$ cat config.mk
export PLATFORM = sky130hd
export DESIGN_NAME = regfile_wb_arbiter_flat
export DESIGN_NICKNAME = d
export VERILOG_FILES = /design/src/rtl/regfile_wb_arbiter_pkg.sv /design/src/rtl/regfile_wb_arbiter_if.sv /design/src/rtl/regfile_wb_arbiter_rr_pick.sv /design/src/rtl/regfile_wb_arbiter.sv /design/src/flat_wrapper.sv
export SDC_FILE = /design/constraint.sdc
export NUM_CORES = 1
export LEC_CHECK = 0
export CAP_MARGIN = 10
export CORE_MARGIN = 4
export CORE_UTILIZATION = 36
export CTS_CLUSTER_SIZE = 8
export DETAILED_ROUTE_END_ITERATION = 12
export PLACE_DENSITY = 0.77
export REMOVE_ABC_BUFFERS = 1
export SYNTH_ARGS = -nofsm -noshare
export SYNTH_HDL_FRONTEND = slang
export SYNTH_HIERARCHICAL = 1
export SYNTH_SLANG_ARGS = --single-unit
$ cat constraint.sdc
create_clock -name clk -period 2 [get_ports clk]
set_input_delay 0.5 -clock clk [delete_from_list [all_inputs] [get_ports clk]]
set_output_delay 0.5 -clock clk [all_outputs]
set_load 0.02 [all_outputs]
$ cat src/rtl/regfile_wb_arbiter_pkg.sv
// Shared regfile constants: geometry, the FP bank base and writeback requester indices.
package regfile_pkg;
  localparam int RF_AW      = 6;
  localparam int RF_DW      = 64;
  localparam int RF_NREGS   = 64;
  localparam int RF_FP_BASE = 32;
  localparam int RF_NREQ    = 3;

  localparam int WB_ALU  = 0;
  localparam int WB_LOAD = 1;
  localparam int WB_FP   = 2;
endpackage

$ cat src/rtl/regfile_wb_arbiter_if.sv
// Writeback bus: requester valid/ready/addr/data, issue-side scoreboard port, and the
// regfile write port. The master side is the execution units/issue logic, the slave is the arbiter.
interface regfile_wb_arbiter_if
  import regfile_pkg::*;
#(
  parameter int NREQ  = RF_NREQ,
  parameter int AW    = RF_AW,
  parameter int DW    = RF_DW,
  parameter int NREGS = RF_NREGS
);
  logic [NREQ-1:0]         req_valid;
  logic [NREQ-1:0]         req_ready;
  logic [NREQ-1:0][AW-1:0] req_addr;
  logic [NREQ-1:0][DW-1:0] req_data;
  logic                    issue_valid;
  logic [AW-1:0]           issue_addr;
  logic [NREGS-1:0]        busy_vec;
  logic                    rf_write_enable;
  logic [AW-1:0]           rf_write_addr;
  logic [DW-1:0]           rf_write_data;

  modport master (
    output req_valid, req_addr, req_data, issue_valid, issue_addr,
    input  req_ready, busy_vec, rf_write_enable, rf_write_addr, rf_write_data
  );

  modport slave (
    input  req_valid, req_addr, req_data, issue_valid, issue_addr,
    output req_ready, busy_vec, rf_write_enable, rf_write_addr, rf_write_data
  );
endinterface

$ cat src/rtl/regfile_wb_arbiter_rr_pick.sv
// rr_pick: one-of-NREQ grant picker.
// RF_WB_RR_EN defined: round-robin, search starts after i_last and wraps.
// RF_WB_RR_EN undefined: fixed priority, lowest index wins (no pointer input).
module rr_pick #(
  parameter int NREQ = 3,
  parameter int LGW  = $clog2(NREQ)
) (
  input  logic [NREQ-1:0] i_req,
`ifdef RF_WB_RR_EN
  input  logic [LGW-1:0]  i_last,
`endif
  output logic [NREQ-1:0] o_gnt,
  output logic [LGW-1:0]  o_idx
);
  // Walk the candidates farthest-first so the nearest valid one is written last and wins.
  always_comb begin
    int j;
    j     = 0;
    o_gnt = '0;
    o_idx = '0;
`ifdef RF_WB_RR_EN
    for (int k = NREQ; k >= 1; k--) begin
      j = (int'(i_last) + k) % NREQ;
      if (i_req[j]) begin
        o_gnt    = '0;
        o_gnt[j] = 1'b1;
        o_idx    = LGW'(j);
      end
    end
`else
    for (int k = NREQ - 1; k >= 0; k--) begin
      j = k;
      if (i_req[j]) begin
        o_gnt    = '0;
        o_gnt[j] = 1'b1;
        o_idx    = LGW'(j);
      end
    end
`endif
  end
endmodule

$ cat src/rtl/regfile_wb_arbiter.sv
// regfile_wb_arbiter: shares the single regfile write port among writeback sources,
// registers the winner onto the write port and tracks in-flight destinations.
// Optional macro RF_WB_RR_EN selects round-robin arbitration (default: fixed priority).
module regfile_wb_arbiter
  import regfile_pkg::*;
#(
  parameter int NREQ  = RF_NREQ,
  parameter int AW    = RF_AW,
  parameter int DW    = RF_DW,
  parameter int NREGS = RF_NREGS
) (
  input  logic               clk,
  input  logic               rst,
  regfile_wb_arbiter_if.slave bus
);
  localparam int LGW = $clog2(NREQ);

  logic [NREQ-1:0]  w_gnt_oh;
  logic [LGW-1:0]   w_gnt_idx;
  logic             w_xfer;
  logic [NREGS-1:0] w_busy_nxt;

  logic             r_we;
  logic [AW-1:0]    r_addr;
  logic [DW-1:0]    r_data;
  logic [NREGS-1:0] r_busy;

`ifdef RF_WB_RR_EN
  logic [LGW-1:0] r_last;

  rr_pick #(.NREQ(NREQ), .LGW(LGW)) u_pick (
    .i_req  (bus.req_valid),
    .i_last (r_last),
    .o_gnt  (w_gnt_oh),
    .o_idx  (w_gnt_idx)
  );

  // Round-robin pointer: reset so requester 0 is searched first, moves only on a transfer.
  always_ff @(posedge clk) begin
    if (rst)         r_last <= LGW'(NREQ - 1);
    else if (w_xfer) r_last <= w_gnt_idx;
  end
`else
  rr_pick #(.NREQ(NREQ), .LGW(LGW)) u_pick (
    .i_req  (bus.req_valid),
    .o_gnt  (w_gnt_oh),
    .o_idx  (w_gnt_idx)
  );
`endif

  // The picker only grants valid requesters, so any grant outside reset is a transfer.
  assign bus.req_ready = rst ? '0 : w_gnt_oh;
  assign w_xfer        = |(bus.req_valid & bus.req_ready);

  // Write-port register; address 0 is consumed without raising the write enable.
  always_ff @(posedge clk) begin
    if (rst) begin
      r_we   <= 1'b0;
      r_addr <= '0;
      r_data <= '0;
    end else begin
      r_we <= w_xfer && (bus.req_addr[w_gnt_idx] != '0);
      if (w_xfer) begin
        r_addr <= bus.req_addr[w_gnt_idx];
        r_data <= bus.req_data[w_gnt_idx];
      end
    end
  end

  // Scoreboard next state: clear on the write-port cycle, set on issue (set applied last so it wins).
  always_comb begin
    w_busy_nxt = r_busy;
    if (r_we)            w_busy_nxt[r_addr]         = 1'b0;
    if (bus.issue_valid) w_busy_nxt[bus.issue_addr] = 1'b1;
    w_busy_nxt[0] = 1'b0;
  end

  // Scoreboard register.
  always_ff @(posedge clk) begin
    if (rst) r_busy <= '0;
    else     r_busy <= w_busy_nxt;
  end

  // A write still sitting in the output stage when reset arrives is dropped immediately.
  assign bus.rf_write_enable = r_we & ~rst;
  assign bus.rf_write_addr   = r_addr;
  assign bus.rf_write_data   = r_data;
  assign bus.busy_vec        = rst ? '0 : r_busy;
endmodule

$ cat src/flat_wrapper.sv
// flat-port wrapper written by rule: the top's interface ports become plain ports
module regfile_wb_arbiter_flat import regfile_pkg::*;
#(
  parameter int NREQ  = RF_NREQ,
  parameter int AW    = RF_AW,
  parameter int DW    = RF_DW,
  parameter int NREGS = RF_NREGS
)
  (clk, rst, bus_req_valid, bus_req_addr, bus_req_data, bus_issue_valid, bus_issue_addr, bus_req_ready, bus_busy_vec, bus_rf_write_enable, bus_rf_write_addr, bus_rf_write_data);
  regfile_wb_arbiter_if #(.NREQ(NREQ), .AW(AW), .DW(DW), .NREGS(NREGS)) bus_i ();
  input  logic clk;
  input  logic rst;
  input wire logic [$bits(bus_i.req_valid)-1:0] bus_req_valid;
  input wire logic [$bits(bus_i.req_addr)-1:0] bus_req_addr;
  input wire logic [$bits(bus_i.req_data)-1:0] bus_req_data;
  input wire logic [$bits(bus_i.issue_valid)-1:0] bus_issue_valid;
  input wire logic [$bits(bus_i.issue_addr)-1:0] bus_issue_addr;
  output wire logic [$bits(bus_i.req_ready)-1:0] bus_req_ready;
  output wire logic [$bits(bus_i.busy_vec)-1:0] bus_busy_vec;
  output wire logic [$bits(bus_i.rf_write_enable)-1:0] bus_rf_write_enable;
  output wire logic [$bits(bus_i.rf_write_addr)-1:0] bus_rf_write_addr;
  output wire logic [$bits(bus_i.rf_write_data)-1:0] bus_rf_write_data;
  assign bus_i.req_valid = bus_req_valid;
  assign bus_i.req_addr = bus_req_addr;
  assign bus_i.req_data = bus_req_data;
  assign bus_i.issue_valid = bus_issue_valid;
  assign bus_i.issue_addr = bus_issue_addr;
  assign bus_req_ready = bus_i.req_ready;
  assign bus_busy_vec = bus_i.busy_vec;
  assign bus_rf_write_enable = bus_i.rf_write_enable;
  assign bus_rf_write_addr = bus_i.rf_write_addr;
  assign bus_rf_write_data = bus_i.rf_write_data;
  regfile_wb_arbiter #(.NREQ(NREQ), .AW(AW), .DW(DW), .NREGS(NREGS)) u_core (.clk(clk), .rst(rst), .bus(bus_i));
endmodule
==> metrics <==
Startpoint Class=input port; Final Core Density=61.6%; first-pass GRT wire length=between 40 and 50 mm; dpl ws=-0.635 ns; Worst Setup End Kind=output port; Final Setup Violations=0; DR pass1 iterations=5; fin crit share=between 90% and 100%; H-tree levels=4; Setup CP Type=input port to output port; Area contributors post-synth=dfxtp_1 39%, mux2i_1 11%, a211oi_2 9.0%; hold-fix buffer count after cts=0; Synth top area share=a little under 40%; clk buf depth=2; Fmax achieved=slightly above 500 MHz; core area=between 0.015 and 0.02 mm²; Worst VDD drop=0.570 mV; critical path cell sequence=buf_4 -> buf_4 -> nor2b_1 -> clkdlybuf4s15_1; Initial DRC Count=around 420; top-count cell post-synth=nor2_1; grt ovf=0; ys async rst share=0%; fraction of layout cells with a size suffix above 1=between 10 and 15%; Post-Synth XOR/XNOR Area=0%; Clock Skew=between 0.007 and 0.008 ns; Max-Cap Viols=0; # rows=50; initial antenna violation count=1; Routed Wire Length=about 27 mm; placed insts=about 1400; status=completed; Critical Path AT=around 1.5 ns; drt via density=just over 5; synthesis-stage register bit count=134; CTS Root Buffer Type=clkbuf_16; P per Cell Area=between 600 and 700 mW/mm²; GRT Util Overall=approximately 25%; overall die height=approximately 150 µm; compound-gate portion of the synthesized area=between 20% and 30%; vias post-DR=between 7000 and 8000; post-synthesis mux area share=11.1%; simple-gate share of the synthesized area=a little under a fifth; Die ar.=between 0.02 and 0.025 mm²; Leak=roughly 4.5 nW; Commonest cells post-synth=140 x nor2_1, 134 x dfxtp_1, 120 x o21ai_0; RSZ-0062 raised after global routing=no; vias in the first global route=approximately 7500; critical path's slowest cell=clkdlybuf4s15_1; largest net degree at the start of global routing=53; CTS tree=done; Hold Crit Class=register to register; CTS buffer count=17; I/O Pins=360; max-slew violation count=0; Critical Path Fanout Max=16; Initial Util=a little over a third; highest cell delay on the worst timing path=roughly 0.35 ns; Clock transition at path regs=0.05 ns; Synth Warn #=6; clk_lat worst skew=between 0.4 and 0.5 ns; DR WL/cell=between 15 and 20 µm; CTS Sinks=134; Netlist cell types=33; Final HPWL DP=about 21 mm; Post-synth EDFFs=0; cell taking the most area after synthesis=dfxtp_1; Post-Syn Instances=about 810; DRC errors left=0; nets@finish=between 1000 and 1500; minimum clock period=between 1.5 and 2 ns; Synth Area in Adders=0%; Mapped Area=roughly 0.007 mm²; final hold viol count=0; GP Congestion=between 0.9 and 1; Area Overhead vs Synth=68.3%; Avg Cell Area, Syn=roughly 8.5 µm²; post-route cell area=0.0115 mm²; Most Frequent Cell on Critical Path=buf_4; largest family of logic cells by synthesized area=compound AO/OA/AOI/OAI gates; Seq/Total Area, Yosys=approximately 40%; ys flop type=dfxtp_1; ANT nets after route=0; Buf/Inv on CP=3; Worst EP required=approximately 1.5 ns; Placed Area=0.0110 mm²; final non-filler cell total=approximately 1400; PnR worst setup slack=about 0.050 ns; chip width=approximately 150 µm; CP top delay family=buffers and inverters; I/O Buffers=~360
==> through the flow <==
step / hold slack, ns / power, mW / setup TNS, ns
detailed placement: 0.492 / 4.65 / -43.42
global placement: 0.485 / 4.62 / -41.70
finish: 0.499 / 7.67 / 0
CTS: 0.500 / 7.74 / 0
floorplan: 0.565 / 3.65 / -445.26
global route: 0.529 / 7.99 / 0
==> metal layers <==
layer	track usage [%]	up-vias	wire length, µm
li1	-	3572	-
met1	29.2	3378	10400
met2	42.8	372	13500
met3	6.94	60	2360
met4	11.8	0	1140
met5	0	-	0
==> layout make-up <==
cell class / instances / area (µm²)
Tap cell: 234 / 293
Clock inverter: 10 / 96.3
Inverter: 1 / 3.75
Fill cell: 1635 / 7180
Sequential cell: 134 / 2680
Clock buffer: 22 / 484
Timing Repair Buffer: 422 / 4100
Multi-Input combinational cell: 602 / 3860
Antenna cell: 1 / 2.50
==> power by group <==
part / internal (mW) / switching, mW / leakage [nW] / total (mW)
sequential: 2.79 / 0.0693 / 1.09 / 2.86
combinational: 0.917 / 0.814 / 3.11 / 1.73
clock: 1.85 / 1.23 / 0.275 / 3.08
total: 5.56 / 2.11 / 4.48 / 7.67
==> worst min-delay path, stage by stage, from the launching register on <==
cell and delay (ns):
dfxtp_1 0.31, nor2_1 0.09, a211oi_1 0.05
==> cell usage in the layout, fill, tap and decap left out, drive strengths merged, types with 2 or more instances in the layout <==
cell / netlist / layout
dlygate4sd2: 0 / 67
clkbuf: 36 / 24
or3b: 4 / 4
clkdlybuf4s15: 0 / 2
clkinvlp: 0 / 4
nand3: 8 / 8
a21oi: 64 / 64
o2bb2ai: 7 / 7
nand4: 5 / 5
nand2: 13 / 13
mux2i: 76 / 76
o21ai: 120 / 120
or2: 5 / 5
or3: 2 / 2
nor2b: 74 / 74
nand2b: 2 / 2
dlymetal6s2s: 0 / 2
inv: 1 / 2
clkinv: 0 / 4
o31ai: 3 / 3
clkdlybuf4s50: 0 / 282
buf: 32 / 67
dfxtp: 134 / 134
and3b: 2 / 2
nor2: 140 / 140
a211oi: 64 / 64
nand3b: 6 / 6
==> flip-flops by register name, summed over array words and instances, names as in the netlist <==
name	cells
u_core/bus.rf_write_data	64
u_core/r_busy	63
u_core/bus.rf_write_addr	6
u_core/r_we	1
==> final timing paths <==
check	start	end	slack, ns	depth (start not counted)
max	rst	bus_busy_vec[24]	0.05	4
min	u_core/bus.rf_write_data[61]	u_core/bus.rf_write_data[61]	0.50	2
max reg2reg	u_core/bus.rf_write_addr[2]	u_core/r_busy[44]	0.23	4
min reg2reg	u_core/bus.rf_write_data[61]	u_core/bus.rf_write_data[61]	0.50	2
==> cells by family (layout without fill, tap and decap cells) <==
group | Yosys count | after routing
AOI/OAI and AO/OA | 261 | 261
buffers and inverters | 69 | 455
DFF | 134 | 134
muxes | 76 | 76
other | 1 | 2
and+or+nand+nor | 264 | 264
==> timing repair <==
| action | in CTS | in global routing |
|---|---|---|
| resized for setup | 74 | 11 |
| pin swaps | 1 | 4 |
| endpoints found under the setup margin | 119 | 10 |
| setup buffers | 4 | 1 |
No activity file was read; power rests on OpenSTA's default activity.
